$ cat config.mk
export PLATFORM = sky130hd
export DESIGN_NAME = fetch_seq
export DESIGN_NICKNAME = d
export VERILOG_FILES = /design/src/rtl/fetch_seq_pkg.sv /design/src/rtl/fetch_buf.sv /design/src/rtl/fetch_seq.sv
export SDC_FILE = /design/constraint.sdc
export NUM_CORES = 1
export LEC_CHECK = 0
export ABC_AREA = 1
export CAP_MARGIN = 40
export CORE_MARGIN = 2
export CORE_UTILIZATION = 35
export DETAILED_ROUTE_END_ITERATION = 8
export PLACE_DENSITY = 0.68
export SLEW_MARGIN = 20
export SYNTH_ARGS = -nofsm -noshare
export SYNTH_HDL_FRONTEND = slang
export SYNTH_SLANG_ARGS = --single-unit
$ cat constraint.sdc
create_clock -name clk -period 1.9 [get_ports clk]
set_input_delay 0.38 -clock clk [delete_from_list [all_inputs] [get_ports clk]]
set_output_delay 0.38 -clock clk [all_outputs]
set_load 0.05 [all_outputs]
$ cat src/rtl/fetch_seq_pkg.sv
// fetch_seq_pkg: shared definitions for the fetch sequencer and branch unit
// Rev 1.0 - initial release
`default_nettype none

// Mask that clears the sub-instruction address bits of a fetch/branch target.
`ifndef FETCH_ALIGN_MASK
`define FETCH_ALIGN_MASK(bytes) (~(32'(bytes) - 32'd1))
`endif

package fetch_seq_pkg;

  typedef enum logic [2:0] {
    ST_IDLE  = 3'd0,
    ST_FETCH = 3'd1,
    ST_WAIT  = 3'd2,
    ST_DRAIN = 3'd3,
    ST_HOLD  = 3'd4
  } fetch_state_e;

  localparam int unsigned IB_HALF = 2;
  localparam int unsigned IB_WORD = 4;

endpackage

`default_nettype wire

$ cat src/rtl/fetch_buf.sv
// fetch_buf: one-entry instruction/PC holding register between IF and ID
// Rev 1.0 - initial release
`default_nettype none

module fetch_buf (
  input  logic        clk,
  input  logic        rst_n,
  input  logic        load,
  input  logic        clear,
  input  logic [31:0] load_pc,
  input  logic [31:0] load_instr,
  output logic        valid,
  output logic [31:0] pc,
  output logic [31:0] instr
);

  // Contents are kept on clear; only the valid flag drops.
  always_ff @(posedge clk or negedge rst_n) begin
    if (!rst_n) begin
      valid <= 1'b0;
      pc    <= '0;
      instr <= '0;
    end else if (load) begin
      valid <= 1'b1;
      pc    <= load_pc;
      instr <= load_instr;
    end else if (clear) begin
      valid <= 1'b0;
    end
  end

endmodule

`default_nettype wire

$ cat src/rtl/fetch_seq.sv
// fetch_seq: PC sequencer and single-outstanding instruction-fetch controller
// Rev 1.0 - initial release
`default_nettype none

module fetch_seq
  import fetch_seq_pkg::*;
#(
  parameter logic [31:0] RESET_PC    = 32'h0000_0000,
  parameter int unsigned INSTR_BYTES = IB_WORD
) (
  input  logic        clk,
  input  logic        rst_n,
  output logic        imem_req_valid,
  input  logic        imem_req_ready,
  output logic [31:0] imem_req_addr,
  input  logic        imem_rsp_valid,
  input  logic [31:0] imem_rsp_data,
  input  logic        br_valid,
  input  logic        br_taken,
  input  logic [31:0] br_target,
  input  logic        stall,
  input  logic        if_ready,
  output logic        if_valid,
  output logic [31:0] if_pc,
  output logic [31:0] if_instr,
  output logic        flush_o,
  output logic        misalign_o
);

  localparam logic [31:0] ALIGN_MASK = `FETCH_ALIGN_MASK(INSTR_BYTES);
  localparam logic [31:0] PC_STEP    = 32'(INSTR_BYTES);

  fetch_state_e state, state_n;
  logic [31:0]  pc, pc_n;
  logic [31:0]  issued_pc, issued_pc_n;
  logic [31:0]  target;
  logic         redirect;
  logic         flush_n, misalign_n;
  logic         buf_load, buf_clear;

  assign redirect       = br_valid && br_taken;
  assign target         = br_target & ALIGN_MASK;
  assign imem_req_valid = (state == ST_FETCH);
  assign imem_req_addr  = pc;

  always_ff @(posedge clk or negedge rst_n) begin
    if (!rst_n) begin
      state      <= ST_IDLE;
      pc         <= RESET_PC;
      issued_pc  <= '0;
      flush_o    <= 1'b0;
      misalign_o <= 1'b0;
    end else begin
      state      <= state_n;
      pc         <= pc_n;
      issued_pc  <= issued_pc_n;
      flush_o    <= flush_n;
      misalign_o <= misalign_n;
    end
  end

  always_comb begin
    state_n     = state;
    pc_n        = pc;
    issued_pc_n = issued_pc;
    buf_load    = 1'b0;
    buf_clear   = 1'b0;
    flush_n     = redirect && (state != ST_IDLE);
    misalign_n  = flush_n && (|(br_target & ~ALIGN_MASK));

    case (state)
      ST_IDLE: state_n = ST_FETCH;

      // An accepted request that coincides with a redirect is already stale.
      ST_FETCH: begin
        if (redirect) begin
          pc_n    = target;
          state_n = imem_req_ready ? ST_DRAIN : ST_FETCH;
        end else if (imem_req_ready) begin
          issued_pc_n = pc;
          state_n     = ST_WAIT;
        end
      end

      ST_WAIT: begin
        if (redirect) begin
          pc_n    = target;
          state_n = imem_rsp_valid ? ST_FETCH : ST_DRAIN;
        end else if (imem_rsp_valid) begin
          buf_load = 1'b1;
          pc_n     = issued_pc + PC_STEP;
          state_n  = ST_HOLD;
        end
      end

      // Once the stale response lands nothing is outstanding, redirect or not.
      ST_DRAIN: begin
        if (redirect) begin
          pc_n = target;
        end
        if (imem_rsp_valid) begin
          state_n = ST_FETCH;
        end
      end

      ST_HOLD: begin
        if (redirect) begin
          buf_clear = 1'b1;
          pc_n      = target;
          state_n   = ST_FETCH;
        end else if (if_ready && !stall) begin
          buf_clear = 1'b1;
          state_n   = ST_FETCH;
        end
      end

      default: state_n = ST_IDLE;
    endcase
  end

  fetch_buf u_fetch_buf (
    .clk        (clk),
    .rst_n      (rst_n),
    .load       (buf_load),
    .clear      (buf_clear),
    .load_pc    (issued_pc),
    .load_instr (imem_rsp_data),
    .valid      (if_valid),
    .pc         (if_pc),
    .instr      (if_instr)
  );

  a_rsp_only_when_outstanding: assert property (
    @(posedge clk) disable iff (!rst_n)
    !(imem_rsp_valid && (state == ST_FETCH || state == ST_HOLD))
  );

endmodule

`default_nettype wire
### Word level (Yosys, flattened, before mapping)

Index checks and enable logic that the tools add are counted.

* bits in registers: 134
* latch bits: 0
* RAM bits: 0
* bits in read-only memories: 0
* bits of input ports: 72
* output and inout port bits: 100
* logic and storage cells: 55
* memories: 0

* add/subtract/negate cells: 1
* multipliers: 0
* div/mod/pow operators: 0
* order comparisons: 0
* eq/ne operators: 9
* shifts and indexed selects: 0
* muxes and demuxes: 22
* bitwise gates (word level): 1
* reductions and logical operators: 14

Operators with widths (count)
* $mux W32: 3
* $pmux W32 S2: 1
* $add A32 B3 Y32 const B: 1
* $mux W3: 7
* $pmux W3 S5: 1
* $mux W1: 8
* $eq A3 B2 Y1 const B: 2
* $ne A3 B3 Y1 const B: 2
* $reduce_and A3 Y1: 2
* $logic_and A1 B1 Y1: 4
* $mux W2: 2
* $reduce_and A4 Y1: 1
* $reduce_bool A2 Y1: 2
* $eq A3 B1 Y1 const B: 1
* $eq A3 B3 Y1 const B: 1
* $logic_not A3 Y1: 1
* $ne A3 B1 Y1 const B: 1
* $reduce_bool A3 Y1: 1
* $reduce_or A3 Y1: 1
* $ne A2 B1 Y1 const B: 1
* $ne A2 B2 Y1 const B: 1
* $reduce_or A2 Y1: 1
* $logic_not A1 Y1: 1
* $not A1 Y1: 1

### Longest topological paths before layout

Gate-level depths: netlist (run 1).

* word-level depth: 7
* depth in mapped cells: 10
* gate-level depth less buffers: 10

### Hierarchy

A second synthesis (run 1) with hierarchy kept.

* cells, all modules: 834
* area, all modules: 6407.4 µm²

Modules (own cells, without submodules)
* fetch_seq: times used 1, cells an instance 559, area an instance 3892.5 µm², seq. area each 1726.7 µm²
* fetch_buf: times used 1, cells an instance 275, area an instance 2514.9 µm², seq. area each 1626.6 µm²

### Worst setup path before layout (run 1)

OpenSTA, ideal clock, no wires.

* path kind: reg-to-reg
* start: register state[2]
* end: register issued_pc[24]
* data arrival time: 1499 ps
* setup slack: 277 ps
* stages on the path, launching flop included: 8
* period minus slack after synthesis: 1623 ps
* path through: dfrtp_1 > inv_1 > nand2_1 > nor2_4 > nand3_2 > buf_2 > nor2_1 > a21oi_1

* longest elaborated chain between the ends: 2

Ends and longest elaborated chain
* start, declared: RTL line fetch_seq.sv:33 `fetch_state_e state, state_n;`
* start signal, assigned: RTL line fetch_seq.sv:54 `state <= state_n;`
* $eq A3 B1 Y1
* net imem_req_valid: RTL line fetch_seq.sv:13 `output logic imem_req_valid,`
* $reduce_and A3 Y1 (no line)
* end signal, assigned: RTL line fetch_seq.sv:56 `issued_pc <= issued_pc_n;`
* end, declared: RTL line fetch_seq.sv:35 `logic [31:0] issued_pc, issued_pc_n;`

The timed path passes the listed nets, and every way through them passes these cells.
A chain may end at the register's enable or synchronous reset.

### Final worst setup path (run 1)

* start: register state[2]
* end: output imem_req_valid

* longest elaborated chain between the ends: 1

Ends and longest elaborated chain
* $eq A3 B1 Y1: RTL line fetch_seq.sv:43 `assign imem_req_valid = (state == ST_FETCH);`
* end, declared: RTL line fetch_seq.sv:13

No other way between the ends.

==> flow_summary.yaml, run 1 <==
floorplan:
  die_y_um: 137
  floorplan_row_count: 48
  core_mm2: 0.0173
  io_pins: 172
  floorplan.die_area_mm2: 0.0188
  floorplan.initialDensity: 0.359
  dieWidth_um: 137
global_route:
  grt_antenna_before_repair: 1
  grt_start_max_net_pins: 62
  grt-ovfl-total: 0
  grt_pass1_wl_um: 28400
  first_global_vias: 5502
  global_routing_usage_summed_across_all_routing_layers: 0.197
detailed_routing:
  wl_um: 17700
  detailedRoute.firstIterationViolations: 399
  drtPass1Iterations: 5
  drt.antenna.violating_nets: 0
  detail_route.vias_per_cell: 4.74
  met2_length_um: 8150
  drt-wirelength-per-cell_um: 14.5
  drcViolationCount: 0
  highest_metal_used: "met4"
  met3WireLength_um: 938
  wl_met1_um: 8190
  via_total_after_detailed_routing: 5778
setup_path:
  timing.critical_path.fanout_max: 6
  biggest_cell_delay_along_the_critical_path_ps: 410
  crit_end: "imem_req_valid"
  timing_worst_setup_path_type: "flip-flop to output port"
  timing.reg2reg.setup_slack_ps: 170
  slowest_stage: "sky130_fd_sc_hd__dfrtp_1"
  regToRegEndpoint: "imem_req_addr[26]"
  critPathCaptureType: "output port"
  crit_start: "state[2]"
  crit_path_cell_chain: "inv_2 > nand2_1 > nor2_4 > buf_12"
  timing.critical_path.depth: 4
  critical_path_arrival_ps: 1440
  crit_path_start_kind: "flip-flop"
  ff2ff_path_depth: 10
  worst-path-buf-inv: 2
  worst_path_top_cell_family_by_delay: "flip-flops"
  crit_required_ps: 1520
  reg2reg_start: "issued_pc[3]"
place:
  post_dp_cell_area_mm2: 0.00820
  dp_hpwl_um: 13200
  numPlacedInstances: 1185
  replace_congestion: 0.931
  port_buffers: 171
clock_network:
  h_tree_level_count: 4
  clock_pin_slew_reported_for_the_worst_setup_and_hold_paths_after_clock_tree_synthesis_ps: 60
  cts_tree: "done"
  clk_path_buf_depth: 2
  number_of_sinks_handled_by_clock_tree_synthesis: 134
  clock_tree.root_cell: "sky130_fd_sc_hd__clkbuf_16"
  worstSkewPairLatency_ps: 420
  cts_made_buffers: 17
power:
  worst_ir_drop_vdd_mv: 0.880
  power-per-cell-area_mw_per_mm2: 2120
  cellLeakagePower_nw: 4.45
finish:
  nFillCells: 1698
  seq_area_mm2: 0.00335
  syn2layout_area_growth_pct: 41.2
  finish.cell_count_without_fillers: 1220
  multiInputGateArea_mm2: 0.00243
  drive_gt1_frac: 0.155
  layout.nets: 1054
  finish.instance_area_mm2: 0.00877
synthesis:
  syn_area_mm2: 0.00621
  ys.warnings.count: 0
  synth_top_area_cell: "sky130_fd_sc_hd__dfrtp_1"
  synthTopCellsByCount: "sky130_fd_sc_hd__nand2_1 (288), sky130_fd_sc_hd__dfrtp_1 (134), sky130_fd_sc_hd__nor2_1 (82), sky130_fd_sc_hd__inv_1 (66), sky130_fd_sc_hd__a21oi_1 (56)"
  synth-seq-area-share: 0.540
  synth_top_area_share: 0.540
  postSynthNetCount: 868
  syn-mean-instance-area_um2: 7.81
  syn-instance-count: 795
  post-synth-top-count-cell: "sky130_fd_sc_hd__nand2_1"
  synth-edff-count: 0
  synth-seq-cells: 134
  ys.flop_type: "sky130_fd_sc_hd__dfrtp_1"
  synth.lib_cells_used.distinct: 31
  synth-async-reset-ratio: 1.00
  synth.area.top_cells: "sky130_fd_sc_hd__dfrtp_1 (54%), sky130_fd_sc_hd__nand2_1 (17%), sky130_fd_sc_hd__nor2_1 (5.0%), sky130_fd_sc_hd__a21oi_1 (4.5%), sky130_fd_sc_hd__inv_1 (4.0%)"
sta:
  max_transition_margin: 0.665
  period_minus_slack_ps: 1820
  rsz0062_at_grt: "true"
  fin_setup_tns_ps: 0
  drv_slew: 0
  setup_viol: 0
  final.setup_skew_ps: 11.9
  final_hold_viol_count: 0
  achievable-frequency_ghz: 0.550
  post-route-period-util: 0.957
  tightestPinTransition_ps: 505
outcome:
  outcome: "completed"
worst_hold_path:
  hold_class: "input pin to async pin"
flow_run:
  drv_cap: 0
-- registers in the layout, indices dropped and copies added, names as in the netlist --
| register | cells |
|---|---|
| issued_pc | 32 |
| u_fetch_buf.valid | 1 |
| misalign_o | 1 |
| u_fetch_buf.instr | 32 |
| u_fetch_buf.pc | 32 |
| state | 3 |
| imem_req_addr | 32 |
| flush_o | 1 |
-- routing by layer --
| metal | up-vias | GRT usage |
|---|---|---|
| li1 | 2888 | - |
| met1 | 2694 | 0.272 |
| met2 | 170 | 0.305 |
| met3 | 26 | 0.0397 |
| met4 | 0 | 0.0750 |
| met5 | - | 0 |
-- through the flow --
step                power, W  hold WS (ps)  utilization  worst slack, ps
global route          0.0199           456        0.507            -34.0
detailed placement    0.0155           281        0.474             19.2
global placement      0.0154           281        0.474             63.7
finish                0.0186           429        0.507             81.2
CTS                   0.0187           403        0.507             12.2
floorplan             0.0120          84.4            -              277
-- placed cells by master (no fill, tap or decap), drive strengths merged --
cell type / instances
dlygate4sd3: 1
inv: 69
o21a: 1
xor2: 2
ha: 1
or2: 5
nand2: 290
nand3: 50
dlygate4sd2: 16
clkinv: 9
bufinv: 2
clkdlybuf4s50: 70
nand4: 1
o211ai: 7
o22ai: 2
xnor2: 2
diode: 1
nor2: 87
buf: 110
dfrtp: 134
a21oi: 56
o21ai: 55
nor3: 3
clkinvlp: 2
clkbuf: 19
-- where the power goes --
group / switching, W / internal, W
clock: 0.00125 / 0.00196
sequential: 0.00103 / 0.00423
combinational: 0.00694 / 0.00322
total: 0.00921 / 0.00940
-- cells by family (layout without fill, tap and decap cells) --
| kind of cell | after synthesis | in the layout | synth area share |
|---|---|---|---|
| AND/OR/NAND/NOR | 436 | 436 | 0.283 |
| flip-flops | 134 | 134 | 0.540 |
| AO/OA/AOI/OAI | 121 | 121 | 0.101 |
| buffers and inverters | 99 | 298 | 0.0687 |
| XOR/XNOR | 4 | 4 | 0.00564 |
| adder cells (fa/ha/maj) | 1 | 1 | 0.00201 |
| other | 0 | 1 | 0 |
-- how the worst min path moves through the flow --
stage                                  endpoint  slack, ps  depth (start not counted)
after floorplan                         flush_o         80                          0
after global placement    u_fetch_buf.instr[23]        280                          1
after detailed placement  u_fetch_buf.instr[23]        280                          1
after CTS                 u_fetch_buf.instr[23]        400                          2
after global routing      u_fetch_buf.instr[23]        460                          2
final                     u_fetch_buf.instr[26]        430                          2
-- area by class of cell --
cell class	instances	share of cell area
flip-flops and latches	134	0.382
multi-input cells	562	0.277
repair buffers	197	0.213
clock buffers	19	0.0505
well taps	225	0.0321
inverters	69	0.0298
clock inverters	13	0.0150
diodes	1	0.000285
-- what timing repair did --
item,CTS,global route
pin swaps,0,1
setup endpoints to repair,16,4
resized for setup,16,1
setup buffers,0,1
hold buffers,1,0
endpoints found under the hold margin,27,0
Note: power is estimated with default switching activity, not from simulation.
==> run 2, diff against run 1 <==
--- a/config.mk
+++ b/config.mk
@@ -10,6 +10,8 @@
 export CORE_MARGIN = 2
 export CORE_UTILIZATION = 35
 export DETAILED_ROUTE_END_ITERATION = 8
+export GPL_TIMING_DRIVEN = 0
+export MAX_ROUTING_LAYER = met4
 export PLACE_DENSITY = 0.68
 export SLEW_MARGIN = 20
 export SYNTH_ARGS = -nofsm -noshare
==> run 2 against run 1 <==
  * Largest cell class unchanged
  * Non-clock buffer count rose by 6
  * Highest routed layer unchanged
  * Sequential power barely moved
  * Sequential share of layout area rose by 0.44 points
==> flow_summary.yaml, run 2 (synthesis gave the netlist of run 1 again) <==
clock_network:
  cts_made_buffers: 17
  clock_tree.root_cell: "sky130_fd_sc_hd__clkbuf_16"
  worstSkewPairLatency_ps: 420
  cts_tree: "done"
  clock_pin_slew_reported_for_the_worst_setup_and_hold_paths_after_clock_tree_synthesis_ps: 60
  number_of_sinks_handled_by_clock_tree_synthesis: 134
  postCtsSetupBuffers: 0
  h_tree_level_count: 4
  clk_path_buf_depth: 2
global_route:
  grt_start_max_net_pins: 81
  grt-ovfl-total: 0
  grt_antenna_before_repair: 1
  first_global_vias: 5745
  grt_pass1_wl_um: 31000
  global_routing_usage_summed_across_all_routing_layers: 0.226
finish:
  syn2layout_area_growth_pct: 39.6
  nFillCells: 1674
  finish.cell_count_without_fillers: 1221
  mostFrequentLayoutCells: "sky130_fd_sc_hd__nand2_1 (285), sky130_fd_sc_hd__dfrtp_1 (134), sky130_fd_sc_hd__dlygate4sd2_1 (99), sky130_fd_sc_hd__nor2_1 (81), sky130_fd_sc_hd__clkdlybuf4s50_1 (70)"
  most_common_cell_after_layout_fill_and_taps_aside: "sky130_fd_sc_hd__nand2_1"
  multiInputGateArea_mm2: 0.00244
  drive_gt1_frac: 0.0774
  seq_area_mm2: 0.00335
  layout.nets: 1060
floorplan:
  floorplan.die_area_mm2: 0.0188
  floorplan.initialDensity: 0.359
  die_y_um: 137
  io_pins: 172
  floorplan_row_count: 48
  core_mm2: 0.0173
  dieWidth_um: 137
detailed_routing:
  drtPass1Iterations: 5
  highest_metal_used: "met4"
  drcViolationCount: 0
  detailedRoute.firstIterationViolations: 402
  detail_route.vias_per_cell: 4.82
  met3WireLength_um: 1180
  drt-wirelength-per-cell_um: 15.9
  via_total_after_detailed_routing: 5885
  met2_length_um: 8840
  wl_um: 19500
  drt.antenna.violating_nets: 0
  wl_met1_um: 8930
setup_path:
  crit_start: "state[2]"
  reg2reg_start: "state[1]"
  timing_worst_setup_path_type: "flip-flop to output port"
  crit_required_ps: 1520
  critical_path_arrival_ps: 1390
  critPathCaptureType: "output port"
  timing.critical_path.fanout_max: 6
  crit_path_start_kind: "flip-flop"
place:
  numPlacedInstances: 1192
  port_buffers: 171
  preCtsSetupSlack_ps: -500
  dp_hpwl_um: 14500
  replace_congestion: 0.973
flow_run:
  drv_cap: 0
power:
  power-per-cell-area_mw_per_mm2: 2070
  power.total_w: 0.0179
  cellLeakagePower_nw: 4.44
  worst_ir_drop_vdd_mv: 0.997
sta:
  final.setup_skew_ps: 7.30
  tightestPinTransition_ps: 554
  rsz0062_at_grt: "false"
  setup_viol: 0
  drv_slew: 0
  final_hold_viol_count: 0
  fin_ws_ps: 128
  achievable-frequency_ghz: 0.564
  post-route-period-util: 0.932
  max_transition_margin: 0.632
  worst_hold_slack_ps: 472
  period_minus_slack_ps: 1770
worst_hold_path:
  worstHoldStart: "u_fetch_buf.instr[23]"
  hold_class: "flip-flop to flip-flop"
outcome:
  outcome: "completed"
==> run 2: cell types whose count changed in the layout (fill, tap and decap cells not counted), moves of 5 or more <==
cell	delta
sky130_fd_sc_hd__buf_12	-15
sky130_fd_sc_hd__dlygate4sd2_1	+83
sky130_fd_sc_hd__buf_4	-90
sky130_fd_sc_hd__clkbuf_2	+5
sky130_fd_sc_hd__buf_2	+19
==> run 2: stage by stage <==
stage | TNS [ps] | cell area [um2] | utilization
6_report | 0 | 8670 | 0.501
4_1_cts | 0 | 8650 | 0.500
3_5_place_dp | -36780 | 8240 | 0.476
5_1_grt | 0 | 8670 | 0.501
3_3_place_gp | -707230 | 8200 | 0.474
2_1_floorplan | 0 | 6210 | -
==> run 2: worst max-delay path, cell delays in order (launching register included) <==
cell,delay (ps)
sky130_fd_sc_hd__dfrtp_1,400
sky130_fd_sc_hd__inv_2,120
sky130_fd_sc_hd__nand2_2,100
sky130_fd_sc_hd__nor2_4,170
sky130_fd_sc_hd__buf_6,180
==> run 2: final timing paths <==
path | cells past startpoint | endpoint | slack, ps
max | 4 | imem_req_valid | 130
min reg2reg | 2 | u_fetch_buf.instr[23] | 470
min in group asynchronous | 2 | u_fetch_buf.instr[23] | 480
max reg2reg | 9 | imem_req_addr[7] | 170
max in group asynchronous | 3 | u_fetch_buf.pc[14] | 670
min | 2 | u_fetch_buf.instr[23] | 470
==> run 2: routing by layer <==
metal	vias up	track usage
li1	2901	-
met1	2748	0.314
met2	201	0.329
met3	35	0.0434
met4	0	0.0802
met5	-	-
==> run 2: cell type report <==
class | count | area share
Multi-Input combinational cell | 562 | 0.281
Inverter | 69 | 0.0303
Sequential cell | 134 | 0.387
Buffer | 30 | 0.0199
Antenna cell | 1 | 0.000289
Clock inverter | 5 | 0.00606
Clock buffer | 22 | 0.0547
Timing Repair Buffer | 173 | 0.188
Tap cell | 225 | 0.0325
==> run 2: what timing repair did <==
| action | CTS | global route |
|---|---|---|
| pin swaps | 0 | 1 |
| hold endpoints to repair | 54 | 0 |
| setup endpoints to repair | 137 | 75 |
| gates resized for setup | 109 | 14 |
| hold buffers | 1 | 0 |
==> run 2: report_power, final <==
part	switching (W)	internal, W
logic	0.00711	0.00259
clock network	0.00117	0.00186
registers	0.000994	0.00423
==> run 3, diff against run 2 <==
--- a/config.mk
+++ b/config.mk
@@ -7,6 +7,7 @@
 export LEC_CHECK = 0
 export ABC_AREA = 1
 export CAP_MARGIN = 40
+export CORE_ASPECT_RATIO = 0.75
 export CORE_MARGIN = 2
 export CORE_UTILIZATION = 35
 export DETAILED_ROUTE_END_ITERATION = 8
==> run 3 against run 2 <==
  * Routed wire length up 1.3%
  * Critical path type is now flip-flop to flip-flop
  * Largest power group unchanged
  * Final area rose by 1.2%
  * First-iteration DRC count grew 2.0%
==> flow_summary.yaml, run 3 (synthesis gave the netlist of run 1 again) <==
outcome:
  outcome: "completed"
floorplan:
  floorplan_row_count: 42
  floorplan.initialDensity: 0.355
  floorplan.die_area_mm2: 0.0188
  core_mm2: 0.0175
  die_y_um: 119
  io_pins: 172
  dieWidth_um: 158
place:
  dp_hpwl_um: 14700
  numPlacedInstances: 1209
  preCtsSetupSlack_ps: -452
  port_buffers: 171
  replace_congestion: 0.961
clock_network:
  clock_tree.root_cell: "sky130_fd_sc_hd__clkbuf_16"
  cts_made_buffers: 17
  cts_tree: "done"
  clock_pin_slew_reported_for_the_worst_setup_and_hold_paths_after_clock_tree_synthesis_ps: 60
  worstSkewPairLatency_ps: 420
  number_of_sinks_handled_by_clock_tree_synthesis: 134
  h_tree_level_count: 4
  clk_path_buf_depth: 2
sta:
  drv_slew: 0
  rsz0062_at_grt: "false"
  tightestPinTransition_ps: 549
  final_hold_viol_count: 0
  worst_hold_slack_ps: 470
  max_transition_margin: 0.636
  setup_viol: 0
  achievable-frequency_ghz: 0.554
  post-route-period-util: 0.951
  fin_ws_ps: 94.0
  period_minus_slack_ps: 1810
  final.setup_skew_ps: 9.24
worst_hold_path:
  worst_hold_path.num_cells: 2
  worstHoldStart: "u_fetch_buf.pc[3]"
  hold_path_end: "u_fetch_buf.pc[3]"
  hold_class: "flip-flop to flip-flop"
setup_path:
  crit_path_start_kind: "flip-flop"
  timing.critical_path.fanout_max: 5
  crit_path_cell_chain: "ha_2 > nand3_1 > inv_1 > nand2_2 > nor2_4 > buf_4 > nand2_1 > nand3_1 > a21oi_1"
  worst_path_top_cell_family_by_delay: "simple AND/OR/NAND/NOR gates"
  critical_path_arrival_ps: 2110
  crit_required_ps: 2200
  worst-path-buf-inv: 2
  reg2reg_start: "issued_pc[3]"
  critical_path_s_most_frequent_cell: "sky130_fd_sc_hd__nand3_1"
  regToRegEndpoint: "imem_req_addr[14]"
  timing.reg2reg.setup_slack_ps: 90
  timing.critical_path.depth: 9
  critPathCaptureType: "flip-flop"
  ff2ff_path_depth: 9
  biggest_cell_delay_along_the_critical_path_ps: 420
  timing_worst_setup_path_type: "flip-flop to flip-flop"
  slowest_stage: "sky130_fd_sc_hd__dfrtp_1"
power:
  cellLeakagePower_nw: 4.46
  total_switching_power_w: 0.00943
  power_frac_comb: 0.530
  worst_ir_drop_vdd_mv: 0.920
  power_report.internal_total_w: 0.00897
  power-per-cell-area_mw_per_mm2: 2100
  switching_share: 0.513
  power.total_w: 0.0184
  share_clk_of_total_power: 0.184
  power.sequential.fraction: 0.286
global_route:
  grt-ovfl-total: 0
  grt_antenna_before_repair: 0
  global_routing_usage_summed_across_all_routing_layers: 0.222
  grt_pass1_wl_um: 30800
  first_global_vias: 5711
  grt_start_max_net_pins: 72
finish:
  syn2layout_area_growth_pct: 41.3
  layout.nets: 1061
  nFillCells: 1716
  finish.cell_count_without_fillers: 1242
  n_antenna_cell: 0
  drive_gt1_frac: 0.0740
  most_common_cell_after_layout_fill_and_taps_aside: "sky130_fd_sc_hd__nand2_1"
  mostFrequentLayoutCells: "sky130_fd_sc_hd__nand2_1 (286), sky130_fd_sc_hd__dfrtp_1 (134), sky130_fd_sc_hd__dlygate4sd2_1 (99), sky130_fd_sc_hd__nor2_1 (81), sky130_fd_sc_hd__clkdlybuf4s50_1 (70)"
detailed_routing:
  detailedRoute.firstIterationViolations: 410
  drtPass1Iterations: 5
  drcViolationCount: 0
  drt-wirelength-per-cell_um: 15.9
  wl_um: 19700
  detail_route.vias_per_cell: 4.77
  drt.antenna.violating_nets: 0
  via_total_after_detailed_routing: 5925
flow_run:
  drv_cap: 0
run 3: changes by cell type in the layout (fill, tap and decap cells not counted), moves of 2 or more:
cell,previous run,this run
sky130_fd_sc_hd__clkinv_2,4,1
sky130_fd_sc_hd__clkbuf_2,5,1
sky130_fd_sc_hd__clkinvlp_4,1,4
sky130_fd_sc_hd__nand2_2,4,2
sky130_fd_sc_hd__bufinv_16,1,3
sky130_fd_sc_hd__clkbuf_1,2,8
run 3: layout make-up:
cell class                      count  area, um2  area share
Buffer                             30        166      0.0190
Clock buffer                       24        482      0.0549
Clock inverter                      7        120      0.0137
Inverter                           69        263      0.0299
Multi-Input combinational cell    562       2450       0.279
Sequential cell                   134       3350       0.382
Tap cell                          242        303      0.0345
Timing Repair Buffer              174       1640       0.187
run 3: power groups by stage:
stage	registers (W)	logic (W)	clock network [W]
after floorplan	0.00855	0.00341	0
after global placement	0.00527	0.0103	0
after detailed placement	0.00529	0.0104	0
after CTS	0.00523	0.00973	0.00344
after global routing	0.00543	0.0105	0.00357
final	0.00525	0.00975	0.00339
run 3: worst max path at each step:
stage	endpoint	start
2_1_floorplan	issued_pc[24]	state[2]
3_3_place_gp	state[2]	rst_n
3_5_place_dp	u_fetch_buf.instr[25]	br_taken
4_1_cts	imem_req_valid	state[2]
5_1_grt	imem_req_addr[29]	state[1]
6_report	imem_req_addr[14]	issued_pc[3]
run 3: what timing repair did:
item / CTS / global route
buffers inserted: 0 / 1
pin swaps: 0 / 1
hold buffers: 1 / 0
endpoints found under the setup margin: 127 / 51
gates resized for setup: 106 / 10
endpoints found under the hold margin: 63 / 0
run 3: through the flow:
stage | utilization | setup TNS, ps | instance area, um2
after floorplan | - | 0 | 6210
after global placement | 0.470 | -707050 | 8230
after detailed placement | 0.472 | -27450 | 8260
after CTS | 0.500 | 0 | 8740
after global routing | 0.502 | 0 | 8780
final | 0.502 | 0 | 8780
run 3: layer usage:
layer / GRT usage / up-vias / share of wire
met3: 0.0586 / 17 / 0.072
met2: 0.300 / 182 / 0.41
li1: - / 2902 / -
met5: - / - / 0
met1: 0.329 / 2824 / 0.51
met4: 0.0523 / 0 / 0.011
run 3: tightest hold or removal path, cell delays in order (launching register included):
cell	delay [ps]
sky130_fd_sc_hd__dfrtp_1	330
sky130_fd_sc_hd__nand2_1	50
sky130_fd_sc_hd__nand2_1	50
